$ cat config.mk
export PLATFORM = sky130hd
export DESIGN_NAME = fp_postnorm_addsub_flat
export DESIGN_NICKNAME = d
export VERILOG_FILES = /design/src/rtl/fp_pkg.sv /design/src/rtl/fp_postnorm_addsub_if.sv /design/src/rtl/fp_mant_addsub.sv /design/src/rtl/fp_postnorm_addsub.sv /design/src/flat_wrapper.sv
export SDC_FILE = /design/constraint.sdc
export NUM_CORES = 1
export LEC_CHECK = 0
export CAP_MARGIN = 10
export CORE_MARGIN = 2
export CORE_UTILIZATION = 55
export CTS_CLUSTER_SIZE = 12
export DETAILED_ROUTE_END_ITERATION = 10
export PLACE_DENSITY_LB_ADDON = 0.12
export SKIP_LAST_GASP = 1
export SYNTH_ARGS = -nofsm -noshare
export SYNTH_HDL_FRONTEND = slang
export SYNTH_HIERARCHICAL = 1
export SYNTH_SLANG_ARGS = --single-unit
$ cat constraint.sdc
create_clock -name clk -period 5.54 [get_ports clk]
set_input_delay 1.108 -clock clk [delete_from_list [all_inputs] [get_ports clk]]
set_output_delay 1.108 -clock clk [all_outputs]
set_load 0.005 [all_outputs]
$ cat src/rtl/fp_pkg.sv
// Shared widths, limits and FSM encoding for the add/subtract post-normalizer.
package fp_pkg;

  localparam int MANT_W   = 24;
  localparam int EXP_W    = 8;
  localparam logic [EXP_W-1:0] EXP_MAX = 8'hFF;
  localparam int NORM_MAX = 23;

  typedef enum logic [1:0] {
    S_IDLE = 2'd0,
    S_ADD  = 2'd1,
    S_NORM = 2'd2,
    S_DONE = 2'd3
  } fp_state_e;

  // Truncating pack: a mantissa without its hidden bit is a subnormal (exponent field 0).
  function automatic logic [31:0] pack_fp(input logic s, input logic [MANT_W-1:0] m,
                                          input logic [EXP_W-1:0] e);
    return {s, (m[MANT_W-1] ? e : 8'h00), m[MANT_W-2:0]};
  endfunction

endpackage

$ cat src/rtl/fp_postnorm_addsub_if.sv
// Operand/result handshake bundle between the aligner and the post-normalizer.
interface fp_postnorm_addsub_if;
  import fp_pkg::*;

  logic [MANT_W-1:0] FP_norm1;
  logic [MANT_W-1:0] FP_norm2;
  logic [EXP_W-1:0]  main_exponent;
  logic              sign1;
  logic              sign2;
  logic              calc_mode;
  logic              in_valid;
  logic              in_ready;
  logic [31:0]       FP_out;
  logic              out_valid;
  logic              out_ready;
  logic              overflow;

  modport master (
    output FP_norm1, FP_norm2, main_exponent, sign1, sign2, calc_mode, in_valid, out_ready,
    input  in_ready, FP_out, out_valid, overflow
  );

  modport slave (
    input  FP_norm1, FP_norm2, main_exponent, sign1, sign2, calc_mode, in_valid, out_ready,
    output in_ready, FP_out, out_valid, overflow
  );

endinterface

$ cat src/rtl/fp_mant_addsub.sv
// Signed-magnitude mantissa add/subtract; result magnitude carries one extra bit for the sum carry.
module fp_mant_addsub
  import fp_pkg::*;
(
  input  logic [MANT_W-1:0] op_a,
  input  logic [MANT_W-1:0] op_b,
  input  logic              sign_a,
  input  logic              sign_b,
  output logic [MANT_W:0]   mag,
  output logic              sign
);

  always_comb begin
    mag  = '0;
    sign = 1'b0;
    if (sign_a == sign_b) begin
      mag  = {1'b0, op_a} + {1'b0, op_b};
      sign = sign_a;
    end else if (op_a > op_b) begin
      mag  = {1'b0, op_a - op_b};
      sign = sign_a;
    end else if (op_b > op_a) begin
      mag  = {1'b0, op_b - op_a};
      sign = sign_b;
    end
    // exact cancellation leaves +0
  end

endmodule

$ cat src/rtl/fp_postnorm_addsub.sv
// Post-normalizing FP32 add/subtract of pre-aligned mantissas, one bundle in flight.
//   state  | meaning
//   S_IDLE | waiting for an operand bundle, in_ready high
//   S_ADD  | mantissa add/subtract, carry renormalize, overflow/zero detect
//   S_NORM | left-shift one bit per cycle until hidden bit set or e == 1
//   S_DONE | result held on FP_out until out_ready
module fp_postnorm_addsub
  import fp_pkg::*;
(
  input  logic clk,
  input  logic rst_n,
  fp_postnorm_addsub_if.slave bus
);

  fp_state_e         state;
  logic [MANT_W-1:0] op_a;
  logic [MANT_W-1:0] op_b;
  logic              sign_a;
  logic              sign_b_eff;
  logic [MANT_W-1:0] mant;
  logic [EXP_W:0]    e;
  logic [EXP_W:0]    e_inc;
  logic              res_sign;
  logic [4:0]        norm_cnt;
  logic [MANT_W:0]   sum_mag;
  logic              sum_sign;
  logic [31:0]       fp_out_r;
  logic              out_valid_r;
  logic              overflow_r;

  fp_mant_addsub u_mant (
    .op_a   (op_a),
    .op_b   (op_b),
    .sign_a (sign_a),
    .sign_b (sign_b_eff),
    .mag    (sum_mag),
    .sign   (sum_sign)
  );

  assign e_inc         = e + 9'd1;
  assign bus.in_ready  = rst_n & (state == S_IDLE);
  assign bus.FP_out    = fp_out_r;
  assign bus.out_valid = out_valid_r;
  assign bus.overflow  = overflow_r;

  always_ff @(posedge clk or negedge rst_n) begin
    if (!rst_n) begin
      state       <= S_IDLE;
      op_a        <= '0;
      op_b        <= '0;
      sign_a      <= 1'b0;
      sign_b_eff  <= 1'b0;
      mant        <= '0;
      e           <= '0;
      res_sign    <= 1'b0;
      norm_cnt    <= '0;
      fp_out_r    <= '0;
      out_valid_r <= 1'b0;
      overflow_r  <= 1'b0;
    end else begin
      case (state)
        S_IDLE: begin
          if (bus.in_valid) begin
            op_a       <= bus.FP_norm1;
            op_b       <= bus.FP_norm2;
            sign_a     <= bus.sign1;
            sign_b_eff <= bus.sign2 ^ bus.calc_mode;
            e          <= (bus.main_exponent == '0) ? 9'd1 : {1'b0, bus.main_exponent};
            overflow_r <= 1'b0;
            state      <= S_ADD;
          end
        end
        S_ADD: begin
          res_sign <= sum_sign;
          norm_cnt <= 5'(NORM_MAX);
          if (sum_mag[MANT_W]) begin
            if (e_inc >= {1'b0, EXP_MAX}) begin
              fp_out_r    <= {sum_sign, EXP_MAX, 23'b0};
              overflow_r  <= 1'b1;
              out_valid_r <= 1'b1;
              state       <= S_DONE;
            end else begin
              mant  <= sum_mag[MANT_W:1];
              e     <= e_inc;
              state <= S_NORM;
            end
          end else if (sum_mag == '0) begin
            fp_out_r    <= '0;
            out_valid_r <= 1'b1;
            state       <= S_DONE;
          end else begin
            mant  <= sum_mag[MANT_W-1:0];
            state <= S_NORM;
          end
        end
        S_NORM: begin
          // norm_cnt is a safety stop; a nonzero mantissa never needs more shifts
          if (!mant[MANT_W-1] && (e > 9'd1) && (norm_cnt != 5'd0)) begin
            mant     <= {mant[MANT_W-2:0], 1'b0};
            e        <= e - 9'd1;
            norm_cnt <= norm_cnt - 5'd1;
          end else begin
            fp_out_r    <= pack_fp(res_sign, mant, e[EXP_W-1:0]);
            out_valid_r <= 1'b1;
            state       <= S_DONE;
          end
        end
        S_DONE: begin
          if (bus.out_ready) begin
            out_valid_r <= 1'b0;
            state       <= S_IDLE;
          end
        end
        default: state <= S_IDLE;
      endcase
    end
  end

endmodule

$ cat src/flat_wrapper.sv
// flat-port wrapper written by rule: the top's interface ports become plain ports
module fp_postnorm_addsub_flat import fp_pkg::*;
  (clk, rst_n, bus_FP_norm1, bus_FP_norm2, bus_main_exponent, bus_sign1, bus_sign2, bus_calc_mode, bus_in_valid, bus_out_ready, bus_in_ready, bus_FP_out, bus_out_valid, bus_overflow);
  fp_postnorm_addsub_if bus_i ();
  input  logic clk;
  input  logic rst_n;
  input wire logic [$bits(bus_i.FP_norm1)-1:0] bus_FP_norm1;
  input wire logic [$bits(bus_i.FP_norm2)-1:0] bus_FP_norm2;
  input wire logic [$bits(bus_i.main_exponent)-1:0] bus_main_exponent;
  input wire logic [$bits(bus_i.sign1)-1:0] bus_sign1;
  input wire logic [$bits(bus_i.sign2)-1:0] bus_sign2;
  input wire logic [$bits(bus_i.calc_mode)-1:0] bus_calc_mode;
  input wire logic [$bits(bus_i.in_valid)-1:0] bus_in_valid;
  input wire logic [$bits(bus_i.out_ready)-1:0] bus_out_ready;
  output wire logic [$bits(bus_i.in_ready)-1:0] bus_in_ready;
  output wire logic [$bits(bus_i.FP_out)-1:0] bus_FP_out;
  output wire logic [$bits(bus_i.out_valid)-1:0] bus_out_valid;
  output wire logic [$bits(bus_i.overflow)-1:0] bus_overflow;
  assign bus_i.FP_norm1 = bus_FP_norm1;
  assign bus_i.FP_norm2 = bus_FP_norm2;
  assign bus_i.main_exponent = bus_main_exponent;
  assign bus_i.sign1 = bus_sign1;
  assign bus_i.sign2 = bus_sign2;
  assign bus_i.calc_mode = bus_calc_mode;
  assign bus_i.in_valid = bus_in_valid;
  assign bus_i.out_ready = bus_out_ready;
  assign bus_in_ready = bus_i.in_ready;
  assign bus_FP_out = bus_i.FP_out;
  assign bus_out_valid = bus_i.out_valid;
  assign bus_overflow = bus_i.overflow;
  fp_postnorm_addsub u_core (.clk(clk), .rst_n(rst_n), .bus(bus_i));
endmodule
## Yosys cells after proc, flatten, opt, wreduce, memory -nomap -nowiden

Index checks and enable logic that the tools add are counted.

| storage, ports and cells | value |
|---|---|
| flip-flop bits (word level) | 125 |
| input bits | 63 |
| word-level logic and storage cells | 99 |

| operators by class | value |
|---|---|
| add/subtract/negate cells | 6 |
| magnitude comparators | 4 |
| equal/unequal tests | 15 |
| muxes and demuxes | 41 |
| bitwise logic cells | 2 |
| reduce and logical (&&, ||, !) cells | 19 |

Operators by type and width:

| operator | count |
|---|---|
| $mux 24 | 6 |
| $mux 32 | 4 |
| $pmux 32 s2 | 1 |
| $gt 24x24->1 | 2 |
| $pmux 24 s2 | 1 |
| $sub 24x24->24 | 2 |
| $mux 9 | 4 |
| $pmux 9 s3 | 1 |
| $add 24x24->25 | 1 |
| $logic_not 25->1 | 1 |
| $mux 25 | 1 |
| $mux 8 | 2 |
| $mux 1 | 12 |
| $reduce_and 4->1 | 3 |
| $pmux 5 s2 | 1 |
| $reduce_and 5->1 | 2 |
| $add 9x1->9 const B | 1 |
| $ge 9x8->1 const B | 1 |
| $gt 9x1->1 const B | 1 |
| $sub 9x1->9 const B | 1 |
| $logic_not 8->1 | 1 |
| $mux 2 | 4 |
| $ne 2x2->1 const B | 4 |
| $pmux 2 s4 | 1 |
| 21 further kinds | 29 |

## Depth between registers and ports, before layout

| depth | value |
|---|---|
| depth in word-level cells | 8 |
| depth in mapped cells | 22 |
| depth with buffers taken out | 19 |

## Cells and area by module

Netlist, hierarchy kept.

Modules (own cells, without submodules):

| module | times used | cells an instance | area an instance (sq um) | sequential area each (sq um) |
|---|---|---|---|---|
| fp_postnorm_addsub | 1 | 545 | 6332.3 | 3128.0 |
| fp_mant_addsub | 1 | 616 | 4110.2 | 0.0 |

## Least setup slack after synthesis

Ideal clock, no wire load.

| timing path | value |
|---|---|
| kind | register -> register |
| start point | reg u_core.op_a[1] |
| end point | reg u_core.mant[10] |
| setup time | 125 ps |
| arrival time | 4185 ps |
| data required time | 5415 ps |
| path slack | 1230 ps |
| cell stages (with the launch flop) | 19 |
| period minus slack after synthesis | 4310 ps |
| cell sequence | dfrtp_1 > inv_1 > ha_1 > nor2b_1 > o31ai_2 > a211oi_1 > o41a_1 > a21bo_2 > a221o_1 > a221oi_1 > o22ai_1 > nor4_1 > nand4_1 > nor2_1 > o21a_1 > o22a_1 > buf_6 > buf_12 > mux2_4 |

| on the way | value |
|---|---|
| longest elaborated chain between the ends | 7 |
| elaborated cells on any way between the ends | 16 |

RTL lines:

| element | RTL line | text |
|---|---|---|
| start, declared | fp_postnorm_addsub.sv:16 | `logic [MANT_W-1:0] op_a;` |
| start signal, assigned | fp_postnorm_addsub.sv:64 | `op_a <= bus.FP_norm1;` |
| $sub 24x24->24 / $gt 24x24->1 (equally long branches) | fp_mant_addsub.sv:23, fp_mant_addsub.sv:22 |  |
| $mux 24 | fp_mant_addsub.sv:22 | `end else if (op_b > op_a) begin` |
| $mux 24 | fp_mant_addsub.sv:19 | `end else if (op_a > op_b) begin` |
| $mux 25 (*) | fp_mant_addsub.sv:16 | `if (sign_a == sign_b) begin` |
| via u_core.sum_mag[21] | fp_postnorm_addsub.sv:25 | `logic [MANT_W:0] sum_mag;` |
| $logic_not 25->1 (*) | fp_postnorm_addsub.sv:87 | `end else if (sum_mag == '0) begin` |
| $ne 3x2->1 (no line) (*) | n/a |  |
| $reduce_and 4->1 (no line) (*) | n/a |  |
| end signal, assigned | fp_postnorm_addsub.sv:83 | `mant <= sum_mag[MANT_W:1];` |
| end signal, assigned | fp_postnorm_addsub.sv:92 | `mant <= sum_mag[MANT_W-1:0];` |
| end signal, assigned | fp_postnorm_addsub.sv:99 | `mant <= {mant[MANT_W-2:0], 1'b0};` |
| end, declared | fp_postnorm_addsub.sv:20 | `logic [MANT_W-1:0] mant;` |

The timed path passes the listed nets; every way through them passes the cells marked *. The select of a mux whose other input is x is not followed.
A chain may end at the register's enable or synchronous reset.

## Worst setup path in the final report

| timing path | value |
|---|---|
| start point | reg u_core.op_a[1] |
| end point | reg u_core.fp_out_r[2] (netlist: u_core/bus.FP_out[2]) |

| on the way | value |
|---|---|
| longest elaborated chain between the ends | 7 |
| elaborated cells on any way between the ends | 14 |

RTL lines:

| element | RTL line | text |
|---|---|---|
| $sub 24x24->24 / $gt 24x24->1 (equally long branches) | fp_mant_addsub.sv:23, fp_mant_addsub.sv:22 |  |
| $mux 24 | fp_mant_addsub.sv:22 |  |
| $mux 24 | fp_mant_addsub.sv:19 |  |
| $mux 25 (*) | fp_mant_addsub.sv:16 |  |
| via u_core.sum_mag[21] | fp_postnorm_addsub.sv:25 |  |
| $logic_not 25->1 (*) | fp_postnorm_addsub.sv:87 |  |
| $ne 3x1->1 (no line) (*) | n/a |  |
| $reduce_and 4->1 (no line) (*) | n/a |  |
| end signal, assigned | fp_postnorm_addsub.sv:78 | `fp_out_r <= {sum_sign, EXP_MAX, 23'b0};` |
| end signal, assigned | fp_postnorm_addsub.sv:103 | `fp_out_r <= pack_fp(res_sign, mant, e[EXP_W-1:0]);` |
| end, declared | fp_postnorm_addsub.sv:27 | `logic [31:0] fp_out_r;` |

The timed path passes the listed nets; every way through them passes the cells marked *.

==> metrics list <==
- H-Tree Depth: 4
- Worst-Margin Slew: approximately 1.2 ns
- Max incr delay on CP: 0.50 ns
* Total wire length: 26900 µm
- Worst setup SP type: register
* Overall die width: 142 µm
- Total of max-cap violations: 0
* First-pass detailed-route iteration total: 6
- For this configuration, the core starts out at a cell density of 0.560.
* Insertion delay of the later-clocked pin in the worst-skew pair: roughly 0.43 ns
- Post-route DRC: 0
- In this run, synthesis inferred 0 flip-flops with an integrated enable.
- Setup repair after global routing missed its margin: false
- The setup check on the worst reg-to-reg path leaves a slack of between 0.4 and 0.5 ns.
- A synthesized cell averages 8.99 µm².
- Yosys printed 6 warnings.
* Buffer and inverter count on the worst path: 2
* Fraction of final layout cells with drive strength greater than 1: 0.124
* Antenna violations before repair: 0
- GR Overflow Total: 0
* Global placement routability congestion: ~1
* Number of CTS-inserted buffers: 17
* Count of final hold-check violations: 0
- Diodes inserted: 0
- The worst path needs 5.13 ns of the cycle, external delays included.
* Synth-to-layout area growth: 16.4%
- In the synthesized netlist the async set-or-reset flop fraction comes to 1.00.
- The worst pin sits at a relative slew slack of 0.224.
- TritonCTS clock tree: yes
- The run finished with clean final reports.
* Average wire length per cell after detail routing: 18.2 µm
- DIE HEIGHT: roughly 140 µm
* Crit path max-delay family: compound AO/OA/AOI/OAI gates
- In this run the critical register-to-register path is captured at u_core/bus.FP_out[2].
- Across every metal layer, demand over resource in global routing totals 0.272.
* Remaining antenna violation count: 0
- Number of setup buffers added after CTS: 0
* Routed via count divided by cell count: 6.05
* Worst hold-check path type: register to register
- The final-report max-slew violation count was 0.
- Data arrival time of the worst path: 5.48 ns
- Among all flip-flop cells after synthesis, the most frequent one is dfrtp_1.
* Final #Nets: 1382
- In this run the worst path has a maximum fanout of 20.
* Seq/Total Area, Yosys: 0.300
- Summed over all failing endpoints, the final setup total negative slack is 0 ns.
- Endpoint class of the critical path: register
- Synthesized flop and latch total: 125
* Critical path start-end classification: register to register
* Std-Cell Core Area: about 19000 µm²
- Gate count after technology mapping: 1161
- Number of buffers added on ports: 97
- List of cells traversed by the critical path: inv_1 -> ha_1 -> nor2b_1 -> o31ai_2 -> a211oi_1 -> o41a_1 -> a21bo_2 -> a221o_1 -> a221oi_1 -> o22ai_1 -> nor4_1 -> nand4_1 -> nor2_1 -> o32a_1 -> o221a_4 -> buf_12 -> mux2i_1
- Row Count: 50
* Estimated wirelength of the detail-placed design: 20100 µm
- Die Outline Area: between 20000 and 25000 µm²
- For hold timing, the worst endpoint is u_core/bus.FP_out[31].
- Number of failing setup endpoints in the final timing report: 0
* Number of sinks driven by the clock tree: 125
- First-iteration detailed-routing DRC count: 957
* Root Buffer: clkbuf_16
* Synthesized net count: 1309
- Min-Delay Startpoint: u_core/bus.FP_out[31]
* I/O pin cnt: 98
* Maximum number of pins on one net before global-route repair: 68
- Reg2reg start: u_core/op_a[1]
- The first global-routing pass estimated 43900 µm of wire.
- Among all stages on the critical path, the largest delay is contributed by o41a_1.
- CTS Buffer Depth: 2
- In the finished design, the share of the clock period the worst path needs comes to 0.927.
- The via count of the first global-routing pass is between 8k and 9k.
- For this block, the via count after detailed routing is 8964.
- Req. time, crit path: 5.88 ns
- The clock arrives with 0.0182 ns of skew.
* Synth unique cells: 83
- Summing every instance area after synthesis gives 10400 µm².
- Maximum frequency from static timing analysis: 195 MHz
- Counting instances, the worst hold path has a depth of 1.
* Worst-case reg-to-reg path depth: 17
* Clock transition at the register clock pins on the worst setup and hold paths after CTS: around 0.060 ns
==> worst max-delay path by stage <==
stage / start / end / slack [ns] / cells after the start
floorplan: u_core/op_a[1] / u_core/mant[10] / 1.23 / 18
global placement: u_core/op_a[1] / u_core/bus.FP_out[8] / 0.54 / 17
detailed placement: u_core/op_a[1] / u_core/bus.FP_out[2] / 0.41 / 17
CTS: u_core/op_a[1] / u_core/bus.FP_out[2] / 0.33 / 17
global route: u_core/op_a[5] / u_core/bus.FP_out[6] / 0.14 / 18
finish: u_core/op_a[1] / u_core/bus.FP_out[2] / 0.41 / 17
==> state kept, by name, indices dropped and copies added (netlist names), 2 cells and up <==
register and flops:
u_core/mant 24, u_core/op_a 24, u_core/op_b 24, u_core/e 9, u_core/state 2, u_core/norm_cnt 5
u_core/bus.FP_out 32
==> per-layer routing <==
layer / wire (µm) / track usage
met5: 0 / 0
met4: 549 / 0.0705
met3: 1710 / 0.0466
met2: 12300 / 0.431
met1: 12300 / 0.387
==> logic make-up after synthesis <==
group | share of synthesized area
compound gates | 0.204
simple gates | 0.131
buf+inv | 0.0788
mux | 0.154
flops | 0.300
fa+ha+maj | 0.104
xor+xnor | 0.0285
==> area by class of cell <==
class                   count  area, µm²
inverters                 116        435
clock buffers              18        439
clock inverters            14        184
flip-flops and latches    125       3130
multi-input cells         855       6510
fillers                  1567       6490
repair buffers            119       1160
well taps                 234        293
==> metrics by stage <==
step / util / worst slack (ns) / instances / instance area (µm²) / hold slack [ns]
detailed placement: 0.618 / 0.414 / 1449 / 11500 / 0.482
floorplan: - / 1.23 / 1161 / 10400 / 0.465
CTS: 0.651 / 0.333 / 1481 / 12100 / 0.501
global placement: 0.618 / 0.542 / 1449 / 11500 / 0.473
global route: 0.652 / 0.137 / 1481 / 12200 / 0.517
finish: 0.652 / 0.406 / 1481 / 12200 / 0.491
==> placed cells by master (no fill, tap or decap), types with 11 or more instances in the layout <==
| master | count |
|---|---|
| nand2_1 | 79 |
| o22ai_1 | 24 |
| ha_1 | 81 |
| clkbuf_16 | 17 |
| dfrtp_1 | 125 |
| o21bai_1 | 11 |
| mux2_1 | 12 |
| buf_4 | 21 |
| mux2_4 | 20 |
| a221oi_1 | 21 |
| clkdlybuf4s50_1 | 96 |
| a21o_1 | 14 |
| nand2b_1 | 20 |
| o21ai_0 | 69 |
| a21oi_1 | 89 |
| inv_1 | 116 |
| mux2_2 | 52 |
| nor2_1 | 83 |
| xnor2_1 | 25 |
| nand3_1 | 18 |
| nor3_1 | 13 |
| mux2i_1 | 59 |
==> cells in the mapped netlist, drive strengths merged (4+ instances only) <==
cell,count,share of area
o21ai,71,0.035
o22ai,24,0.014
o221ai,7,0.0059
a21o,14,0.010
a21oi,89,0.043
a221oi,21,0.018
a211oi,5,0.0036
o21bai,11,0.0079
mux2i,59,0.057
nor4,10,0.0080
a211o,4,0.0034
mux2,84,0.098
o31ai,8,0.0062
a31oi,6,0.0036
xor2,9,0.0075
and3,5,0.0030
a221o,5,0.0048
a22oi,5,0.0036
o221a,7,0.0075
and2,8,0.0048
nand2b,20,0.012
nor2b,7,0.0042
clkbuf,29,0.010
o211ai,6,0.0043
ha,82,0.098
inv,116,0.042
nand2,82,0.030
xnor2,25,0.021
o2111ai,4,0.0034
nand4,10,0.010
buf,36,0.027
nand3,18,0.0086
nor3,13,0.0062
nor2,86,0.033
nand3b,4,0.0029
dfrtp,125,0.30
==> what timing repair did <==
| item | in CTS | in global routing |
|---|---|---|
| endpoints found under the setup margin | 0 | 2 |
| resized for setup | 0 | 1 |
| hold buffers | 0 | 0 |
Power is not shown: default switching activity piles up to over one toggle a cycle in this logic, so the estimate is an artifact.
